$ cat src/rtl/io_hexdisplay.sv
// io_hexdisplay: j1 I/O mapped hex display controller with static per-digit segment
// buses and a time-multiplexed scan output, sharing one decode path.
module io_hexdisplay #(
    parameter int          DIGITS    = 4,
    parameter logic [15:0] BASE_ADDR = 16'h8000,
    parameter int          SCAN_DIV  = 50000,
    parameter int          BLINK_DIV = 12500000
) (
    input  logic                  clk,
    input  logic                  reset,
    input  logic [15:0]           io_addr,
    input  logic [15:0]           io_wdata,
    input  logic                  io_we,
    input  logic                  io_re,
    output logic [15:0]           io_rdata,
    output logic                  io_rsel,
    output logic [7*DIGITS-1:0]   seg,
    output logic [DIGITS-1:0]     dp,
    output logic [6:0]            seg_mux,
    output logic                  dp_mux,
    output logic [DIGITS-1:0]     dig_sel
);
    localparam int NWORDS  = DIGITS / 4;
    localparam int IDX_W   = $clog2(DIGITS);
    localparam int SCAN_W  = $clog2(SCAN_DIV);
    localparam int BLINK_W = $clog2(BLINK_DIV);

    function automatic logic [6:0] hex7(input logic [3:0] n);
        case (n)
            4'h0:    hex7 = 7'h40;
            4'h1:    hex7 = 7'h79;
            4'h2:    hex7 = 7'h24;
            4'h3:    hex7 = 7'h30;
            4'h4:    hex7 = 7'h19;
            4'h5:    hex7 = 7'h12;
            4'h6:    hex7 = 7'h02;
            4'h7:    hex7 = 7'h78;
            4'h8:    hex7 = 7'h00;
            4'h9:    hex7 = 7'h10;
            4'hA:    hex7 = 7'h08;
            4'hB:    hex7 = 7'h03;
            4'hC:    hex7 = 7'h46;
            4'hD:    hex7 = 7'h21;
            4'hE:    hex7 = 7'h06;
            default: hex7 = 7'h0E;
        endcase
    endfunction

    logic [16*NWORDS-1:0] data_q;
    logic [DIGITS-1:0]    blank_q, dpm_q, blink_q;
    logic                 en_q, frz_q;
    logic [SCAN_W-1:0]    scan_cnt_q;
    logic [IDX_W-1:0]     scan_idx_q;
    logic [BLINK_W-1:0]   blink_cnt_q;
    logic                 phase_q;
    logic [15:0]          rdata_q;
    logic                 rsel_q;
    logic [7*DIGITS-1:0]  seg_q, seg_d;
    logic [DIGITS-1:0]    dp_q, dp_d;
    logic [6:0]           seg_mux_q, seg_mux_d;
    logic                 dp_mux_q, dp_mux_d;
    logic [DIGITS-1:0]    dig_sel_q, dig_sel_d;

    logic [15:0]          off;
    logic                 hit;
    logic [15:0]          rd_val;
    logic [DIGITS-1:0]    vis;

    // Offset arithmetic keeps the decode correct for bases not aligned to 8.
    assign off = io_addr - BASE_ADDR;
    assign hit = (off < 16'd8);

    always_comb begin
        rd_val = '0;
        case (off[2:0])
            3'd4:    rd_val[DIGITS-1:0] = blank_q;
            3'd5:    rd_val[DIGITS-1:0] = dpm_q;
            3'd6:    rd_val[DIGITS-1:0] = blink_q;
            3'd7:    rd_val[1:0] = {frz_q, en_q};
            default: begin
                for (int k = 0; k < NWORDS; k++)
                    if (off[1:0] == 2'(k)) rd_val = data_q[16*k +: 16];
            end
        endcase
    end

    assign vis = {DIGITS{en_q}} & ~blank_q & ~(blink_q & {DIGITS{phase_q}});

    always_comb begin
        seg_d     = '0;
        dp_d      = '0;
        seg_mux_d = 7'h7F;
        dp_mux_d  = 1'b1;
        dig_sel_d = '1;
        for (int i = 0; i < DIGITS; i++) begin
            seg_d[7*i +: 7] = vis[i] ? hex7(data_q[4*i +: 4]) : 7'h7F;
            dp_d[i]         = ~(vis[i] & dpm_q[i]);
            if (scan_idx_q == IDX_W'(i)) begin
                seg_mux_d    = seg_d[7*i +: 7];
                dp_mux_d     = dp_d[i];
                dig_sel_d[i] = ~en_q;
            end
        end
    end

    always_ff @(posedge clk) begin
        if (reset) begin
            data_q      <= {NWORDS{16'h8888}};
            blank_q     <= '0;
            dpm_q       <= '0;
            blink_q     <= '0;
            en_q        <= 1'b1;
            frz_q       <= 1'b0;
            scan_cnt_q  <= '0;
            scan_idx_q  <= '0;
            blink_cnt_q <= '0;
            phase_q     <= 1'b0;
            rdata_q     <= '0;
            rsel_q      <= 1'b0;
            seg_q       <= '1;
            dp_q        <= '1;
            seg_mux_q   <= 7'h7F;
            dp_mux_q    <= 1'b1;
            dig_sel_q   <= '1;
        end else begin
            if (io_we && hit) begin
                case (off[2:0])
                    3'd4:    blank_q <= io_wdata[DIGITS-1:0];
                    3'd5:    dpm_q   <= io_wdata[DIGITS-1:0];
                    3'd6:    blink_q <= io_wdata[DIGITS-1:0];
                    3'd7:    begin
                        en_q  <= io_wdata[0];
                        frz_q <= io_wdata[1];
                    end
                    default: begin
                        for (int k = 0; k < NWORDS; k++)
                            if (off[1:0] == 2'(k)) data_q[16*k +: 16] <= io_wdata;
                    end
                endcase
            end
            // rd_val reflects pre-write state, so a same-cycle read sees the old value.
            rsel_q  <= io_re && hit;
            rdata_q <= (io_re && hit) ? rd_val : 16'h0000;

            if (blink_cnt_q == BLINK_W'(BLINK_DIV - 1)) begin
                blink_cnt_q <= '0;
                phase_q     <= ~phase_q;
            end else begin
                blink_cnt_q <= blink_cnt_q + BLINK_W'(1);
            end

            if (!frz_q) begin
                if (scan_cnt_q == SCAN_W'(SCAN_DIV - 1)) begin
                    scan_cnt_q <= '0;
                    scan_idx_q <= (scan_idx_q == IDX_W'(DIGITS - 1)) ? '0 : scan_idx_q + IDX_W'(1);
                end else begin
                    scan_cnt_q <= scan_cnt_q + SCAN_W'(1);
                end
            end

            seg_q     <= seg_d;
            dp_q      <= dp_d;
            seg_mux_q <= seg_mux_d;
            dp_mux_q  <= dp_mux_d;
            dig_sel_q <= dig_sel_d;
        end
    end

    assign io_rdata = rdata_q;
    assign io_rsel  = rsel_q;
    assign seg      = seg_q;
    assign dp       = dp_q;
    assign seg_mux  = seg_mux_q;
    assign dp_mux   = dp_mux_q;
    assign dig_sel  = dig_sel_q;
endmodule

$ cat config.mk
export PLATFORM = sky130hd
export DESIGN_NAME = io_hexdisplay
export DESIGN_NICKNAME = d
export VERILOG_FILES = /design/src/rtl/io_hexdisplay.sv
export SDC_FILE = /design/constraint.sdc
export NUM_CORES = 1
export LEC_CHECK = 0
export ABC_CLOCK_PERIOD_IN_PS = 4000
export CORE_ASPECT_RATIO = 1.4
export CORE_MARGIN = 3
export CORE_UTILIZATION = 35
export CTS_CLUSTER_DIAMETER = 200
export DETAILED_ROUTE_END_ITERATION = 8
export DONT_BUFFER_PORTS = 1
export HOLD_SLACK_MARGIN = 0.08
export PLACE_DENSITY = 0.5
export SKIP_LAST_GASP = 1
export SLEW_MARGIN = 20
export SYNTH_ARGS = -nofsm -noshare
export SYNTH_HDL_FRONTEND = slang
export SYNTH_SLANG_ARGS = --single-unit
export TNS_END_PERCENT = 100
$ cat constraint.sdc
create_clock -name clk -period 4 [get_ports clk]
set_input_delay 0 -clock clk [delete_from_list [all_inputs] [get_ports clk]]
set_output_delay 0 -clock clk [all_outputs]
set_load 0.005 [all_outputs]
==> results of run 1 <==
Yosys cell counts (all sizes together), types with 6 or more instances:
library cell / n / area, µm²
nand4: 13 / 87.6
or2: 23 / 144
and3: 20 / 125
nor3: 10 / 55.1
clkbuf: 17 / 65.1
nand2: 46 / 173
nand3: 48 / 245
o21ai: 23 / 119
mux2i: 30 / 300
buf: 15 / 129
inv: 31 / 116
o22a: 7 / 61.3
xnor2: 20 / 175
xor2: 23 / 201
dfxtp: 162 / 3240
nor2: 103 / 403
o32ai: 6 / 52.6
a22o: 7 / 61.3
ha: 30 / 375
a21oi: 33 / 176
worst max-delay path, cell delays in order:
cell,delay [ps]
dlygate4sd3_1,690
nor3_2,760
buf_4,300
nand3_1,100
a21oi_1,340
ha_1,240
inv_1,80
o311ai_1,330
dlygate4sd3_1,600
path summary, 6_finish.rpt:
check	startpoint	to
worst max-delay path	io_addr[0]	flop
worst min-delay path	reset	blink_cnt_q[1]
worst max register to register	blink_cnt_q[0]	blink_cnt_q[20]
worst min register to register	flop	seg[15]
where the power goes:
| part | internal, mW | leakage, nW | switching [mW] |
|---|---|---|---|
| Combinational | 0.0421 | 1.52 | 0.0610 |
| Clock | 0.861 | 0.267 | 0.681 |
| Sequential | 1.64 | 1.32 | 0.0154 |
kinds of logic after synthesis:
logic type | after synthesis | synth area share, %
buffers and inverters | 63 | 4.46
AND/OR/NAND/NOR | 302 | 22.3
adder cells (fa/ha/maj) | 30 | 5.40
AO/OA/AOI/OAI | 103 | 10.1
XOR/XNOR | 43 | 5.42
flip-flops | 162 | 46.6
multiplexers | 35 | 5.72
layout make-up:
| class | count | share of cell area (%) |
|---|---|---|
| multi-input combinational | 513 | 42.0 |
| timing repair buffer | 46 | 5.75 |
| clock buffer | 17 | 5.25 |
| inverter | 31 | 1.44 |
| antenna | 2 | 0.0618 |
| sequential | 162 | 40.0 |
| clock inverter | 15 | 1.67 |
| tap | 248 | 3.83 |
per-layer routing:
metal,global-route usage [%],vias up,routed length (µm)
met2,29.6,122,9470
met1,18.6,2502,7010
met3,4.67,34,748
li1,-,2619,-
met4,9.22,0,747
met5,0,-,0
stage by stage:
stage | hold WS, ps | instances
finish | 73.2 | 1034
global route | 106 | 1034
CTS | 80.4 | 1032
detailed placement | 77.7 | 956
global placement | 76.6 | 956
floorplan | 125 | 738
==> qor.yml, run 1 <==
pwr:
  peakVddDrop_v: 0.000257
  p_total_mw: 3.30
  p_leak_nw: 3.10
  power_density_nw_per_um2: 407
synth:
  synth-edff-count: 0
  ys_types: 63
  synthesis.area_um2: 6950
  avgSynthCellArea_um2: 9.42
  syn-instance-count: 738
  seq_area_frac_synth_pct: 46.6
  synth_ff_type: "dfxtp_1"
  syn-num-nets: 804
  yosys_warnings: 0
  synthArstFlopShare_pct: 0
  ys_ff_latch: 162
clocking:
  cts_tree: "done"
  cts_buffer_depth: 2
  clkSlewWorstSetupHoldPaths_ps: 60
  post-cts-setup-buffer-count: 0
  cts.root.buffer_cell: "clkbuf_16"
  clock_latency_ps: 420
  cts_num_sinks: 162
  cts_buffers: 17
  htree_levels: 4
  postCtsHoldBufs: 44
  cts_resized: 0
outcome:
  status: "finished clean"
run:
  max_cap_viol_count: 0
global_route:
  grt_usage_pct: 17.0
  grt_max_degree: 51
  grt_pass1_wl_um: 29100
  antenna_found_initial: 2
  grt_pass1_vias: 5377
  grt-ovfl-total: 0
cells_and_area:
  final_common_cell: "dfxtp_1"
  nets: 837
  seqCellArea_um2: 3240
  post-route-util_pct: 41.8
  fin_area_um2: 8100
  layout_common_cells: "162 x dfxtp_1, 102 x nor2_1, 47 x nand3_1"
  areaGrowthSynthToFinish_pct: 16.5
  fill_cells: 1900
  drive_gt1_share_pct: 10.1
  multi_input_area_um2: 3400
place:
  hpwlAfterDp_um: 13200
  pre_cts_ws_ps: 1360
  place.gp.congestion: 0.850
  io_buffers: 0
  dpl-instance-area_um2: 7090
timing:
  setup_viol: 0
  drv_slew: 0
  period_minus_slack_ps: 3070
  finalCritPeriodShare_pct: 76.7
  hold_viol: 0
  max_freq_ghz: 0.326
  rsz0062_at_grt: "no"
  finalWorstSetupSlack_ps: 933
  tns_ps: 0
  worst_pin_slew_ps: 848
  slew_headroom_pct: 43.2
  clock_skew_ps: 6.51
drt:
  drc: 0
  wire_per_inst_um: 17.4
  drt-total-wl_um: 18000
  via_count: 5277
  drtAntennaViolNets: 0
  drt-initial-drc-count: 312
  via_per_inst: 5.10
  drt_pass1_iterations: 5
die:
  die_h_um: 173
  num_rows: 60
  die_w_um: 125
  die_area_um2: 21600
  initial_core_util_pct: 35.9
  core_area_um2: 19400
  io_pins: 97
setup_path:
  worstRegToRegCells: 7
  r2r_slack_ps: 1770
  crit_arrival_ps: 3430
  critPathLaunchType: "input pin"
  crit_path_max_fanout: 16
  worstSetupEndpointType: "flop"
  required_ps: 4370
  path_class: "in2reg"
hold_path:
  holdPathStages: 2
  hold_class: "in2reg"
(Power assumes the default switching activity.)
==> run 2: changes to the inputs <==
--- a/config.mk
+++ b/config.mk
@@ -5,7 +5,7 @@
 export SDC_FILE = /design/constraint.sdc
 export NUM_CORES = 1
 export LEC_CHECK = 0
-export ABC_CLOCK_PERIOD_IN_PS = 4000
+export ABC_CLOCK_PERIOD_IN_PS = 3100
 export CORE_ASPECT_RATIO = 1.4
 export CORE_MARGIN = 3
 export CORE_UTILIZATION = 35
==> constraint.sdc (replaced) <==
create_clock -name clk -period 3.1 [get_ports clk]
set_input_delay 0 -clock clk [delete_from_list [all_inputs] [get_ports clk]]
set_output_delay 0 -clock clk [all_outputs]
set_load 0.005 [all_outputs]
==> run 2 against run 1 <==
- clock skew grew 4.5 ps
- total power grew 33%
- cell area grew 0.57%
==> qor.yml, run 2 (synthesized netlist as in run 1, its figures left out) <==
outcome:
  status: "finished clean"
clocking:
  post-cts-setup-buffer-count: 0  # unchanged
  clkSlewWorstSetupHoldPaths_ps: 60  # about the same
  clock_latency_ps: 430  # about the same
  cts.root.buffer_cell: "clkbuf_16"
  cts_tree: "done"
  cts_num_sinks: 162  # unchanged
  cts_buffers: 17  # unchanged
  htree_levels: 4  # unchanged
  cts_buffer_depth: 2  # unchanged
global_route:
  use_met3_pct: 4.85  # +0.19 points
  grt_max_degree: 51  # unchanged
  grt_usage_pct: 17.3  # +0.29 points
  antenna_found_initial: 0  # -2
  grt_pass1_wl_um: 29600  # +1.6%
  met2_usage_pct: 31.9  # +2.3 points
  grt_pass1_vias: 5524  # +2.7%
  gr-max-usage-layer: "met2"
  grt-ovfl-total: 0  # unchanged
  use_met1_pct: 18.1  # -0.45 points
setup_path:
  rr_startpoint: "blink_cnt_q[0]"
  cpPeakStageDelay_ps: 590  # -170 ps
  crit_path_max_fanout: 15  # -1
  crit_arrival_ps: 3130  # -300 ps
  path_class: "in2reg"
  worstRegToRegCells: 7  # unchanged
  worstSetupEndpointType: "flop"
  path_cells: "dlygate4sd3_1 > nor4b_4 > nand4_4 > nor2_8 > mux2i_1 > nor2_1 > inv_1 > ha_1 > nand3_1 > o311ai_1 > dlygate4sd3_1"
  critPathMostFrequentCell: "dlygate4sd3_1"
  rr_endpoint: "blink_cnt_q[18]"
  r2r_slack_ps: 870  # -900 ps
  required_ps: 3420  # -950 ps
  slowest_stage: "dlygate4sd3_1"
  critPathLaunchType: "input pin"
drt:
  drt-initial-drc-count: 290  # -7.1%
  via_per_inst: 5.21  # +2.2%
  drt_pass1_iterations: 5  # unchanged
  wire_per_inst_um: 17.9  # +2.9%
  via_count: 5386  # +2.1%
  drtAntennaViolNets: 0  # unchanged
  drc: 0  # unchanged
  drt-total-wl_um: 18500  # +2.8%
die:
  die_w_um: 125  # unchanged
  num_rows: 60  # unchanged
  die_h_um: 173  # unchanged
  core_area_um2: 19400  # unchanged
  io_pins: 97  # unchanged
  die_area_um2: 21600  # unchanged
  initial_core_util_pct: 35.9  # unchanged
timing:
  clock_skew_ps: 11.0  # +4.52 ps
  worst_pin_slew_ps: 762  # -85.8 ps
  rsz0062_at_grt: "no"
  tns_ps: 0  # unchanged
  slew_headroom_pct: 49.2  # +6.0 points
  setup_viol: 0  # unchanged
  drv_slew: 0  # unchanged
  period_minus_slack_ps: 2810
  hold_viol: 0  # unchanged
  finalCritPeriodShare_pct: 90.8
  max_freq_ghz: 0.355
hold_path:
  hold_class: "in2reg"
  holdPathStages: 3  # +1
  hold_start: "io_wdata[11]"
cells_and_area:
  areaGrowthSynthToFinish_pct: 17.2
  final_common_cell: "dfxtp_1"
  seqCellArea_um2: 3240  # unchanged
  drive_gt1_share_pct: 10.1  # -0.013 points
  diodes: 0  # -2
  nets: 838  # +0.12%
  fill_cells: 1944  # +2.3%
  layout_common_cells: "162 x dfxtp_1, 102 x nor2_1, 47 x nand3_1"
  multi_input_area_um2: 3410  # +0.26%
pwr:
  peakVddDrop_v: 0.000358  # +39%
  p_leak_nw: 3.13  # +0.87%
  p_total_mw: 4.39  # +33%
  power_density_nw_per_um2: 538  # +32%
run:
  max_cap_viol_count: 0  # unchanged
place:
  io_buffers: 0  # unchanged
  place.gp.congestion: 0.825  # -3.0%
  hpwlAfterDp_um: 13500  # +1.9%
[run 2: routing by layer]
| layer | vias to the layer above | share of wire, % |
|---|---|---|
| met1 | 2613 | 38 |
| met4 | 0 | 3.2 |
| met2 | 123 | 54 |
| li1 | 2611 | - |
| met5 | - | 0 |
| met3 | 39 | 4.7 |
[run 2: cell type report]
type,instances,share of cell area [%]
multi-input combinational,513,41.8
sequential,162,39.8
timing repair buffer,47,5.84
clock buffer,18,5.39
tap,248,3.81
clock inverter,14,1.89
inverter,31,1.43
[run 2: worst max-delay path by stage]
stage	cells after the start	start	slack [ps]	end
global placement	9	io_addr[11]	540	flop
CTS	10	io_addr[14]	150	flop
detailed placement	9	io_addr[11]	400	flop
global route	11	io_addr[14]	40	flop
finish	11	io_addr[14]	290	flop
floorplan	11	io_addr[1]	960	flop
[run 2: where the power goes]
group | total, mW | leakage, nW | internal, mW | switching (mW)
clock network | 2.12 | 0.277 | 1.22 | 0.899
registers | 2.13 | 1.32 | 2.11 | 0.0200
logic | 0.137 | 1.53 | 0.0545 | 0.0825
total | 4.39 | 3.13 | 3.39 | 1.00
[run 2: worst max-delay path, delay by kind of cell]
family	cells	cell delay (ps)
AO/OA/AOI/OAI	1	90
adder cells (fa/ha/maj)	1	230
buffers and inverters	3	1270
multiplexers	1	160
AND/OR/NAND/NOR	5	1380
[run 2: repair_timing]
action | CTS | global route
hold buffers | 45 | 0
resized for setup | 0 | 1
setup endpoints to repair | 0 | 2
hold endpoints to repair | 101 | 0
[run 2: stage by stage]
stage / util (%) / hold WS, ps / setup WS (ps) / cells / cell area [µm²]
floorplan: - / 125 / 964 / 738 / 6950
global placement: 36.6 / 77.2 / 541 / 956 / 7090
detailed placement: 36.6 / 81.4 / 396 / 956 / 7090
CTS: 42.0 / 85.1 / 149 / 1033 / 8140
global route: 42.1 / 115 / 35.3 / 1033 / 8150
finish: 42.1 / 99.1 / 286 / 1033 / 8150
==> run 3: changes to the inputs <==
--- a/config.mk
+++ b/config.mk
@@ -8,12 +8,12 @@
 export ABC_CLOCK_PERIOD_IN_PS = 3100
 export CORE_ASPECT_RATIO = 1.4
 export CORE_MARGIN = 3
-export CORE_UTILIZATION = 35
+export CORE_UTILIZATION = 50
 export CTS_CLUSTER_DIAMETER = 200
 export DETAILED_ROUTE_END_ITERATION = 8
 export DONT_BUFFER_PORTS = 1
 export HOLD_SLACK_MARGIN = 0.08
-export PLACE_DENSITY = 0.5
+export PLACE_DENSITY = 0.66
 export SKIP_LAST_GASP = 1
 export SLEW_MARGIN = 20
 export SYNTH_ARGS = -nofsm -noshare
==> constraint.sdc (replaced) <==
create_clock -name clk -period 3.1 [get_ports clk]
set_input_delay 0 -clock clk [delete_from_list [all_inputs] [get_ports clk]]
set_output_delay 0 -clock clk [all_outputs]
set_load 0.01 [all_outputs]
==> run 3 against run 2 <==
- total power rose by 2.0%
- first-iteration DRC count rose by 1.4%
- largest cell class unchanged
- clock skew fell by 4.2 ps
- register-to-register slack barely moved
- utilization rose by 18 points
- clock power rose by 4%
- global-route usage rose by 5.1 points
- clock-buffer cell count fell by 1
- sequential share of layout area rose by 0.12 points
- die area fell by 29%
- critical path type unchanged
==> qor.yml, run 3 (synthesized netlist as in run 1, its figures left out) <==
clocking:
  cts_tree: "done"
  cts_buffer_depth: 2  # unchanged
  cts.root.buffer_cell: "clkbuf_16"
  clock_latency_ps: 420  # about the same
  post-cts-setup-buffer-count: 0  # unchanged
  cts_num_sinks: 162  # unchanged
  htree_levels: 4  # unchanged
  clkSlewWorstSetupHoldPaths_ps: 70  # about the same
  cts_buffers: 17  # unchanged
pwr:
  p_total_mw: 4.47  # +2.0%
  p_leak_nw: 3.16  # +1.1%
  power_density_nw_per_um2: 551  # +2.3%
  peakVddDrop_v: 0.000334  # -6.6%
die:
  io_pins: 97  # unchanged
  num_rows: 50  # -17%
  initial_core_util_pct: 51.5  # +16 points
  die_w_um: 106  # -16%
  die_area_um2: 15400  # -29%
  die_h_um: 146  # -16%
  core_area_um2: 13500  # -30%
timing:
  rsz0062_at_grt: "yes"
  slew_headroom_pct: 54.5  # +5.3 points
  period_minus_slack_ps: 2990  # +179 ps
  clock_skew_ps: 6.78  # -4.25 ps
  finalCritPeriodShare_pct: 96.6  # +5.8 points
  max_freq_ghz: 0.334  # -6.0%
  setup_viol: 0  # unchanged
  hold_viol: 0  # unchanged
  drv_slew: 0  # unchanged
  worst_pin_slew_ps: 683  # -79.1 ps
hold_path:
  hold_start: "io_addr[1]"
  hold_end: "io_rdata[3]"
  hold_class: "in2reg"
  holdPathStages: 4  # +1
setup_path:
  slowest_stage: "dlygate4sd3_1"
  crit_path_max_fanout: 13  # -2
  cpPeakStageDelay_ps: 620  # +30 ps
  path_cells: "dlygate4sd3_1 > nor4b_4 > dlygate4sd3_1 > and4_4 > nand3_1 > dlygate4sd3_1 > a21oi_1 > dlygate4sd3_1"
  required_ps: 3460  # +40 ps
  worstRegToRegCells: 7  # unchanged
  path_class: "in2reg"
  critPathLaunchType: "input pin"
  crit_arrival_ps: 3360  # +230 ps
  r2r_slack_ps: 870  # about the same
  worstSetupEndpointType: "flop"
  rr_endpoint: "blink_cnt_q[20]"
  rr_startpoint: "blink_cnt_q[0]"
  critPathMostFrequentCell: "dlygate4sd3_1"
drt:
  wire_per_inst_um: 17.4  # -2.9%
  drt-total-wl_um: 16900  # -8.8%
  drt-initial-drc-count: 294  # +1.4%
  drtAntennaViolNets: 0  # unchanged
  via_per_inst: 5.54  # +6.3%
  via_count: 5375  # -0.20%
  drt_pass1_iterations: 5  # unchanged
  drc: 0  # unchanged
global_route:
  grt_pass1_vias: 5369  # -2.8%
  antenna_found_initial: 0  # unchanged
  grt_pass1_wl_um: 27400  # -7.3%
  grt-ovfl-total: 0  # unchanged
  grt_max_degree: 52  # +2.0%
  grt_usage_pct: 22.3  # +5.1 points
run:
  max_cap_viol_count: 0  # unchanged
cells_and_area:
  post-route-util_pct: 60.1  # +18 points
  layout_common_cells: "162 x dfxtp_1, 102 x nor2_1, 47 x nand3_1"
  drive_gt1_share_pct: 10.4  # +0.34 points
  nets: 841  # +0.36%
  final_common_cell: "dfxtp_1"
  diodes: 0  # unchanged
  areaGrowthSynthToFinish_pct: 16.8
outcome:
  status: "finished clean"
place:
  io_buffers: 0  # unchanged
  hpwlAfterDp_um: 12000  # -11%
  place.gp.congestion: 0.900  # +9.1%
-- run 3: power breakdown --
| part | leakage (nW) | internal [mW] | switching, mW | total, mW |
|---|---|---|---|---|
| Clock | 0.300 | 1.29 | 0.902 | 2.20 |
| Sequential | 1.32 | 2.11 | 0.0308 | 2.14 |
| Combinational | 1.54 | 0.0563 | 0.0785 | 0.135 |
-- run 3: worst max-delay path by stage --
stage | from | endpoint
final | io_addr[14] | data_q[8]
after global routing | io_addr[14] | flop
after CTS | io_addr[14] | flop
after detailed placement | io_addr[11] | flop
after global placement | io_addr[11] | flop
after floorplan | io_addr[1] | flop
-- run 3: metal layers --
metal  routed length [µm]  vias to the layer above  share of wire, %  GRT usage, %
met5                    0                        -                 0             0
met4                  577                        0               3.4          10.3
met3                  848                       43               5.0          5.06
met2                 8660                      150                51          39.0
met1                 6770                     2554                40          25.7
li1                     -                     2628                 -             -
-- run 3: final cells by class --
| type | instances | area, µm² |
|---|---|---|
| well taps | 182 | 228 |
| clock buffers | 17 | 425 |
| clock inverters | 15 | 199 |
| multi-input cells | 513 | 3410 |
| flip-flops and latches | 162 | 3240 |
| inverters | 31 | 116 |
| fillers | 1148 | 5390 |
| repair buffers | 50 | 503 |
-- run 3: timing repair --
item | 4_1_cts | 5_1_grt
hold buffers | 47 | 0
endpoints found under the setup margin | 0 | 3
endpoints found under the hold margin | 102 | 0
resized for setup | 0 | 2
-- run 3: metrics by stage --
stage	area (µm²)	hold slack, ps	setup slack (ps)	std cells	setup TNS [ps]
2_1_floorplan	6950	125	964	738	0
3_3_place_gp	7010	77.4	621	891	0
3_5_place_dp	7010	78.5	443	891	0
4_1_cts	8120	84.7	177	970	0
5_1_grt	8120	106	-8.43	970	-12.9
6_report	8120	82.1	107	970	0
-- run 3: critical path, delay by kind of cell --
| kind | cells | cell delay (ps) |
|---|---|---|
| buffers and inverters | 4 | 2360 |
| AND/OR/NAND/NOR | 3 | 830 |
| AO/OA/AOI/OAI | 1 | 170 |
